--- config.mk ---
export PLATFORM = sky130hd
export DESIGN_NAME = uart_tx_arbiter
export DESIGN_NICKNAME = d
export VERILOG_FILES = /design/src/rtl/uart_tx_arbiter.sv
export SDC_FILE = /design/constraint.sdc
export NUM_CORES = 1
export LEC_CHECK = 0
export CAP_MARGIN = 10
export CELL_PAD_IN_SITES_DETAIL_PLACEMENT = 2
export CELL_PAD_IN_SITES_GLOBAL_PLACEMENT = 2
export CORE_MARGIN = 1.5
export CORE_UTILIZATION = 28
export CTS_CLUSTER_DIAMETER = 50
export DETAILED_ROUTE_END_ITERATION = 6
export PLACE_DENSITY = 0.89
export SLEW_MARGIN = 20
export SYNTH_ARGS = -nofsm -noshare
export SYNTH_HDL_FRONTEND = slang
export SYNTH_SLANG_ARGS = --single-unit
--- constraint.sdc ---
create_clock -name clk_i -period 6.4 [get_ports clk_i]
set_clock_uncertainty 0.2 [all_clocks]
set_input_delay 1.92 -clock clk_i [delete_from_list [all_inputs] [get_ports clk_i]]
set_output_delay 1.92 -clock clk_i [all_outputs]
set_load 0.05 [all_outputs]
--- src/rtl/uart_tx_arbiter.sv ---
// Round-robin, message-granular arbiter sharing one UART TX byte port among NUM_REQ requesters.
// Define UART_ARB_STATS_EN to add per-requester transferred-byte counters and the stat_* ports.
module uart_tx_arbiter #(
    parameter int          NUM_REQ      = 3,
    parameter int          IDLE_TIMEOUT = 1024,
    parameter logic [7:0]  EOL_BYTE     = 8'h0A
) (
    input  logic                       clk_i,
    input  logic                       rst_i,
    input  logic [NUM_REQ-1:0]         req_valid_i,
    input  logic [8*NUM_REQ-1:0]       req_data_i,
    output logic [NUM_REQ-1:0]         req_ready_o,
    output logic                       tx_valid_o,
    output logic [7:0]                 tx_data_o,
    input  logic                       tx_ready_i,
    output logic [NUM_REQ-1:0]         grant_o,
`ifdef UART_ARB_STATS_EN
    input  logic [$clog2(NUM_REQ)-1:0] stat_sel_i,
    output logic [31:0]                stat_cnt_o,
`endif
    output logic [$clog2(NUM_REQ)-1:0] owner_o
);

    localparam int OW = $clog2(NUM_REQ);
    localparam int CW = $clog2(IDLE_TIMEOUT + 1);

    // Handshake: a byte moves on any cycle where tx_valid_o && tx_ready_i; valid
    // never waits on ready, and only the current owner ever sees req_ready_o.
    typedef enum logic {
        S_IDLE,
        S_LOCKED
    } state_e;

    state_e          state_q, state_d;
    logic [OW-1:0]   owner_q, owner_d;
    logic [OW-1:0]   rr_ptr_q, rr_ptr_d;
    logic [CW-1:0]   idle_cnt_q, idle_cnt_d;
    logic [OW-1:0]   pick_idx;
    logic            pick_found;
    int              cand;
    logic            locked;
    logic            owner_valid;
    logic [7:0]      owner_byte;
    logic            xfer;
    logic            release_now;

    assign locked      = (state_q == S_LOCKED);
    assign owner_valid = locked && req_valid_i[owner_q];
    assign owner_byte  = req_data_i[{owner_q, 3'b000} +: 8];
    assign xfer        = owner_valid && tx_ready_i;

    // First valid requester at or after rr_ptr, wrapping.
    always_comb begin
        pick_found = 1'b0;
        pick_idx   = '0;
        cand       = 0;
        for (int i = 0; i < NUM_REQ; i++) begin
            cand = int'(rr_ptr_q) + i;
            if (cand >= NUM_REQ) begin
                cand = cand - NUM_REQ;
            end
            if (!pick_found && req_valid_i[OW'(cand)]) begin
                pick_found = 1'b1;
                pick_idx   = OW'(cand);
            end
        end
    end

    always_comb begin
        tx_valid_o  = owner_valid;
        tx_data_o   = owner_valid ? owner_byte : 8'h00;
        req_ready_o = '0;
        grant_o     = '0;
        if (locked) begin
            req_ready_o[owner_q] = tx_ready_i;
            grant_o[owner_q]     = 1'b1;
        end
    end

    assign owner_o = owner_q;

    assign release_now = (xfer && (owner_byte == EOL_BYTE)) ||
                         (!owner_valid && (idle_cnt_q == CW'(IDLE_TIMEOUT - 1)));

    always_comb begin
        state_d    = state_q;
        owner_d    = owner_q;
        rr_ptr_d   = rr_ptr_q;
        idle_cnt_d = idle_cnt_q;
        case (state_q)
            S_IDLE: begin
                if (pick_found) begin
                    state_d    = S_LOCKED;
                    owner_d    = pick_idx;
                    idle_cnt_d = '0;
                end
            end
            S_LOCKED: begin
                if (owner_valid) begin
                    idle_cnt_d = '0;
                end else if (idle_cnt_q != CW'(IDLE_TIMEOUT)) begin
                    idle_cnt_d = idle_cnt_q + 1'b1;
                end
                if (release_now) begin
                    state_d  = S_IDLE;
                    rr_ptr_d = (owner_q == OW'(NUM_REQ - 1)) ? '0 : owner_q + 1'b1;
                end
            end
            default: state_d = S_IDLE;
        endcase
    end

    always_ff @(posedge clk_i) begin
        if (rst_i) begin
            state_q    <= S_IDLE;
            owner_q    <= '0;
            rr_ptr_q   <= '0;
            idle_cnt_q <= '0;
        end else begin
            state_q    <= state_d;
            owner_q    <= owner_d;
            rr_ptr_q   <= rr_ptr_d;
            idle_cnt_q <= idle_cnt_d;
        end
    end

`ifdef UART_ARB_STATS_EN
    logic [31:0] stat_q [NUM_REQ];
    logic [31:0] stat_cnt_q;

    always_ff @(posedge clk_i) begin
        if (rst_i) begin
            for (int k = 0; k < NUM_REQ; k++) begin
                stat_q[k] <= '0;
            end
            stat_cnt_q <= '0;
        end else begin
            if (xfer) begin
                stat_q[owner_q] <= stat_q[owner_q] + 32'd1;
            end
            // Out-of-range selects read as zero for non-power-of-two NUM_REQ.
            stat_cnt_q <= (int'(stat_sel_i) < NUM_REQ) ? stat_q[stat_sel_i] : 32'd0;
        end
    end

    assign stat_cnt_o = stat_cnt_q;
`endif

endmodule

* Word-level counts from Yosys, hierarchy flattened
Index checks and enable logic that the tools add are counted.
Word-level totals: register bits 16, bits of input ports 30, output and inout port bits 17, logic and storage cells 75
Cells by class: add/sub/neg operators 7, $lt $le $gt $ge 8, equality and inequality tests 6, shift operators 1, multiplexer cells 33, bitwise logic cells 2, reductions and logical operators 14
Operator list (count):
- 2-to-1 mux 11 bit | 3
- variable part select 24 x 6 -> 8 bit | 1
- case mux 11 bit (2 select lines) | 1
- 2-to-1 mux 2 bit | 7
- 2-to-1 mux 1 bit | 13
- < comparator 2 x 4 -> 1 bit, second input constant | 3
- adder 11 x 1 -> 11 bit, second input constant | 1
- == test 11 x 10 -> 1 bit, second input constant | 1
- != test 11 bit, second input constant | 1
- binary-select mux 1 bit (select 2 bit) | 4
- == test 8 x 4 -> 1 bit, second input constant | 1
- 2-to-1 mux 8 bit | 1
- logical AND 1 bit | 7
- greater-or-equal comparator 3 x 2 -> 1 bit, second input constant | 2
- 2-to-1 mux 3 bit | 2
- AND reduction 2 bit | 3
- subtractor 2 bit, second input constant | 3
- adder 2 x 1 -> 3 bit, second input constant | 1
- adder 2 x 2 -> 3 bit, second input constant | 1
- bitwise AND 3 bit | 1
- logical NOT 1 bit | 3
- < comparator 2 x 3 -> 1 bit, second input constant | 1
- != test 3 x 1 -> 1 bit, second input constant | 1
- adder 2 x 1 -> 2 bit, second input constant | 1
- 8 further kinds | 8

* Logic depth before layout (Yosys ltp)
depth after elaboration 14, depth in mapped cells 9, mapped depth without buffers 7

* Least setup slack after synthesis
Ideal clock, no wire load.
kind input-to-output, from input tx_ready_i, to output req_ready_o[2], arrival 3.159 ns, data required time 4.280 ns, slack 1.121 ns, stages 2, buffers on the path 0, cell sequence nand2_1 > nor3b_1
Between the ends: longest elaborated chain between the ends 2
Ends and longest elaborated chain:
- start, declared | RTL line 15 | input logic tx_ready_i,
- bitwise AND 3 bit (no line)
- 2-to-1 mux 3 bit | RTL line 74 | if (locked) begin
- end, declared | RTL line 12 | output logic [NUM_REQ-1:0] req_ready_o,
No other way between the ends.

* Worst setup path in the final report
from input req_valid_i[2], to output tx_data_o[3]
Between the ends: longest elaborated chain between the ends 4
Ends and longest elaborated chain:
- start, declared | RTL line 10 | input logic [NUM_REQ-1:0] req_valid_i,
- binary-select mux 1 bit (select 2 bit) | RTL line 48 | assign owner_valid = locked && req_valid_i[owner_q];
- 2-to-1 mux 1 bit (not written as such) | RTL line 48
- logical AND 1 bit | RTL line 48
- 2-to-1 mux 8 bit | RTL line 71 | tx_data_o = owner_valid ? owner_byte : 8'h00;
- end, declared | RTL line 14 | output logic [7:0] tx_data_o,
No other way between the ends. The select of a mux whose other input is x is not followed.

==> impl_metrics.tcl <==
set metrics [dict create \
    synthArstFlopShare 0 \
    antenna_cells 0 \
    timing.final.crit_share 0.8989 \
    p_per_area_nw_per_um2 275.5 \
    synth_compound_area_frac 0.2634 \
    finalWirelength_um 4902 \
    tritoncts "yes" \
    synth_seq_cells 16 \
    placed_cells 281 \
    status "finished clean" \
    synth_area_leader_cell "dfxtp_1" \
    start_util 0.2958 \
    synth_top_family_by_area "simple AND/OR/NAND/NOR gates" \
    hpwl_um 3915 \
    synth_top_area_frac 0.2248 \
    port_buffers 46 \
    path_cells "clkdlybuf4s50_1 > mux2i_1 > o21ai_1 > nand2_1 > nor2_1 > buf_4" \
    cp.required_ns 4.28 \
    p_leak_nw 0.6578 \
    p_sw_mw 0.2511 \
    firstDrtPassIters 4 \
    detail_route.iter0.violations 37 \
    grt_max_degree 20 \
    post_cts_resized 0 \
    cts_sinks 16 \
    place_congestion 0.7424 \
    fp.dieH_um 74.34 \
    fillerInstances 588 \
    ir_worst_vdd_v 0.0001304 \
    synth_xor_area_frac 0.006146 \
    pwr-share-clk 0.166 \
    final_cell_mix "37 x clkdlybuf4s50_1, 16 x dfxtp_1, 12 x nor2_1" \
    fin_tns_setup_ns 0 \
    cp-end-kind "output port" \
    fin_util 0.4016 \
    worstSetupPathType "in -> out" \
    clock_latency_ns 0.25 \
    synth_warnings 0 \
    switching_share 0.4711 \
    syn_area_um2 1425 \
    met1_usage 0.2121 \
    root_buffer "clkbuf_8" \
    crit_path_max_incr_delay_ns 0.61 \
    track_usage 0.1810 \
    die_w_um 74.34 \
    wl_per_cell_um 17.20 \
    synthSimpleGateAreaFrac 0.2924 \
    comb_power_share 0.581 \
    tightest_slew_ns 0.8819 \
    drive_gt1_frac 0.08716 \
    setup_viol 0 \
    synthAdderAreaFrac 0.05268 \
    synth-edff-count 0 \
    synth.avg_cell_area_um2 8.052 \
    fin_crit_ns 5.753 \
    synth_nets 213 \
    syn_inst 177 \
    die-area_um2 5526 \
    core_um2 4817 \
    layout.nets 255 \
    synth.area.top_cells "dfxtp_1 22%, mux2i_1 7.7%, ha_1 5.3%" \
    internal-power_mw 0.2819 \
    busiest_layer "met2" \
    max_freq_mhz 173.8 \
    ys_types 49 \
    drv_slew 0 \
    path_buf_inv 2 \
    drcViolationCount 0 \
    grt_use_met3 0.03117 \
    row_count 25 \
    synth_ff_type "dfxtp_1" \
    htreeDepth 1 \
    grt_overflow 0 \
    critPathLaunchType "primary input" \
    cts_buffers 3 \
    hold_buffers 0 \
    clockBufferDepth 2 \
    met2_usage 0.3492 \
    rsz0062_at_grt "false" \
    critPathTopFamily "buffers and inverters" \
    muxShareOfSynthArea 0.08692 \
    critPathArrivalTime_ns 3.63 \
    area_delta_synth_final_pct 35.73 \
    pwr-share-seq 0.253 \
    vias 1526 \
    layout_commonest_cell "clkdlybuf4s50_1" \
    hold_viol_final 0 \
    ios 47 \
    cp_max_fo 9 \
    viasPerCell 5.354 \
    grt_antenna_before_repair 0 \
    ant_nets 0 \
    grt_pass1_vias 1581 \
    synth_seq_area_share 0.2248 \
    slowest_stage "clkdlybuf4s50_1" \
    grt_pass1_wl_um 7872 \
    max_cap_violations 0 \
    postCtsSetupBuffers 0 \
    slew_headroom 0.4113 \
    clk_pin_slew_worst_paths_ns 0.06 \
    stdcell_count 285 \
    hold_class "reg -> reg" \
]
## per-layer routing
metal	part of all wire	up-vias
li1	-	745
met1	0.43	748
met2	0.53	31
met3	0.037	2
met4	0.0039	0
met5	0	-
## power by group through the flow
stage / clock network (mW) / registers [mW] / logic, mW
2_1_floorplan: 0 / 0.128 / 0.233
3_3_place_gp: 0 / 0.136 / 0.298
3_5_place_dp: 0 / 0.138 / 0.311
4_1_cts: 0.0933 / 0.135 / 0.312
5_1_grt: 0.0988 / 0.138 / 0.332
6_report: 0.0885 / 0.135 / 0.310
## synthesized netlist by cell type (all sizes together), types with 2 or more instances
| master | n |
|---|---|
| dfxtp | 16 |
| a2bb2oi | 7 |
| a21oi | 11 |
| nand2 | 8 |
| nand4b | 3 |
| a31oi | 4 |
| ha | 6 |
| clkbuf | 2 |
| buf | 7 |
| inv | 10 |
| o31ai | 4 |
| mux2i | 12 |
| o21a | 2 |
| o21ai | 10 |
| or4 | 3 |
| nand4 | 2 |
| and2 | 4 |
| nand3b | 5 |
| o211ai | 4 |
| nor3b | 3 |
| nor2b | 4 |
| nand3 | 8 |
| nor2 | 12 |
| nor3 | 6 |
| or3 | 7 |
| and3 | 2 |
## logic make-up (layout without fill, tap and decap cells)
kind of cell	after synthesis	count (layout)
DFF	16	16
muxes	12	12
xor gates and xnor gates	1	1
buffers and inverters	19	60
and+or+nand+nor	72	72
AOI/OAI and AO/OA	51	51
adders and majority gates	6	6
## metrics by stage
step                setup slack, ns  cell area (µm²)  hold slack (ns)  total power [mW]
global placement             0.7701             1879           0.2887            0.4349
global route                 0.5322             1934           0.3414            0.5688
floorplan                     1.121             1425           0.2611            0.3605
detailed placement           0.6296             1879           0.2985            0.4484
CTS                          0.6235             1934           0.3086            0.5407
finish                       0.6469             1934           0.3105            0.5330
## flip-flops by register name (all words and copies together), names as in the netlist
register / flops
rr_ptr_q: 2
locked: 1
owner_o: 2
idle_cnt_q: 11
## cell type report
type / instances / area (µm²) / share of cell area
Multi-Input combinational cell: 142 / 999.7 / 0.5168
Tap cell: 67 / 83.83 / 0.04334
Sequential cell: 16 / 320.3 / 0.1656
Inverter: 10 / 37.54 / 0.01940
Clock buffer: 4 / 55.05 / 0.02846
Timing Repair Buffer: 46 / 437.9 / 0.2264
## worst min-delay path: cells and delay by family, from the launching register on
| kind | cells | cell delay (ns) |
|---|---|---|
| compound gates | 2 | 0.13 |
| flops | 1 | 0.33 |
## final timing paths
path | start | endpoint | slack (ns) | cells after the start
max | req_valid_i[2] | tx_data_o[3] | 0.65 | 6
min | idle_cnt_q[6] | idle_cnt_q[6] | 0.31 | 2
max reg2reg | rr_ptr_q[0] | idle_cnt_q[6] | 3.56 | 7
min reg2reg | idle_cnt_q[6] | idle_cnt_q[6] | 0.31 | 2
No activity file was read; power rests on OpenSTA's default activity.
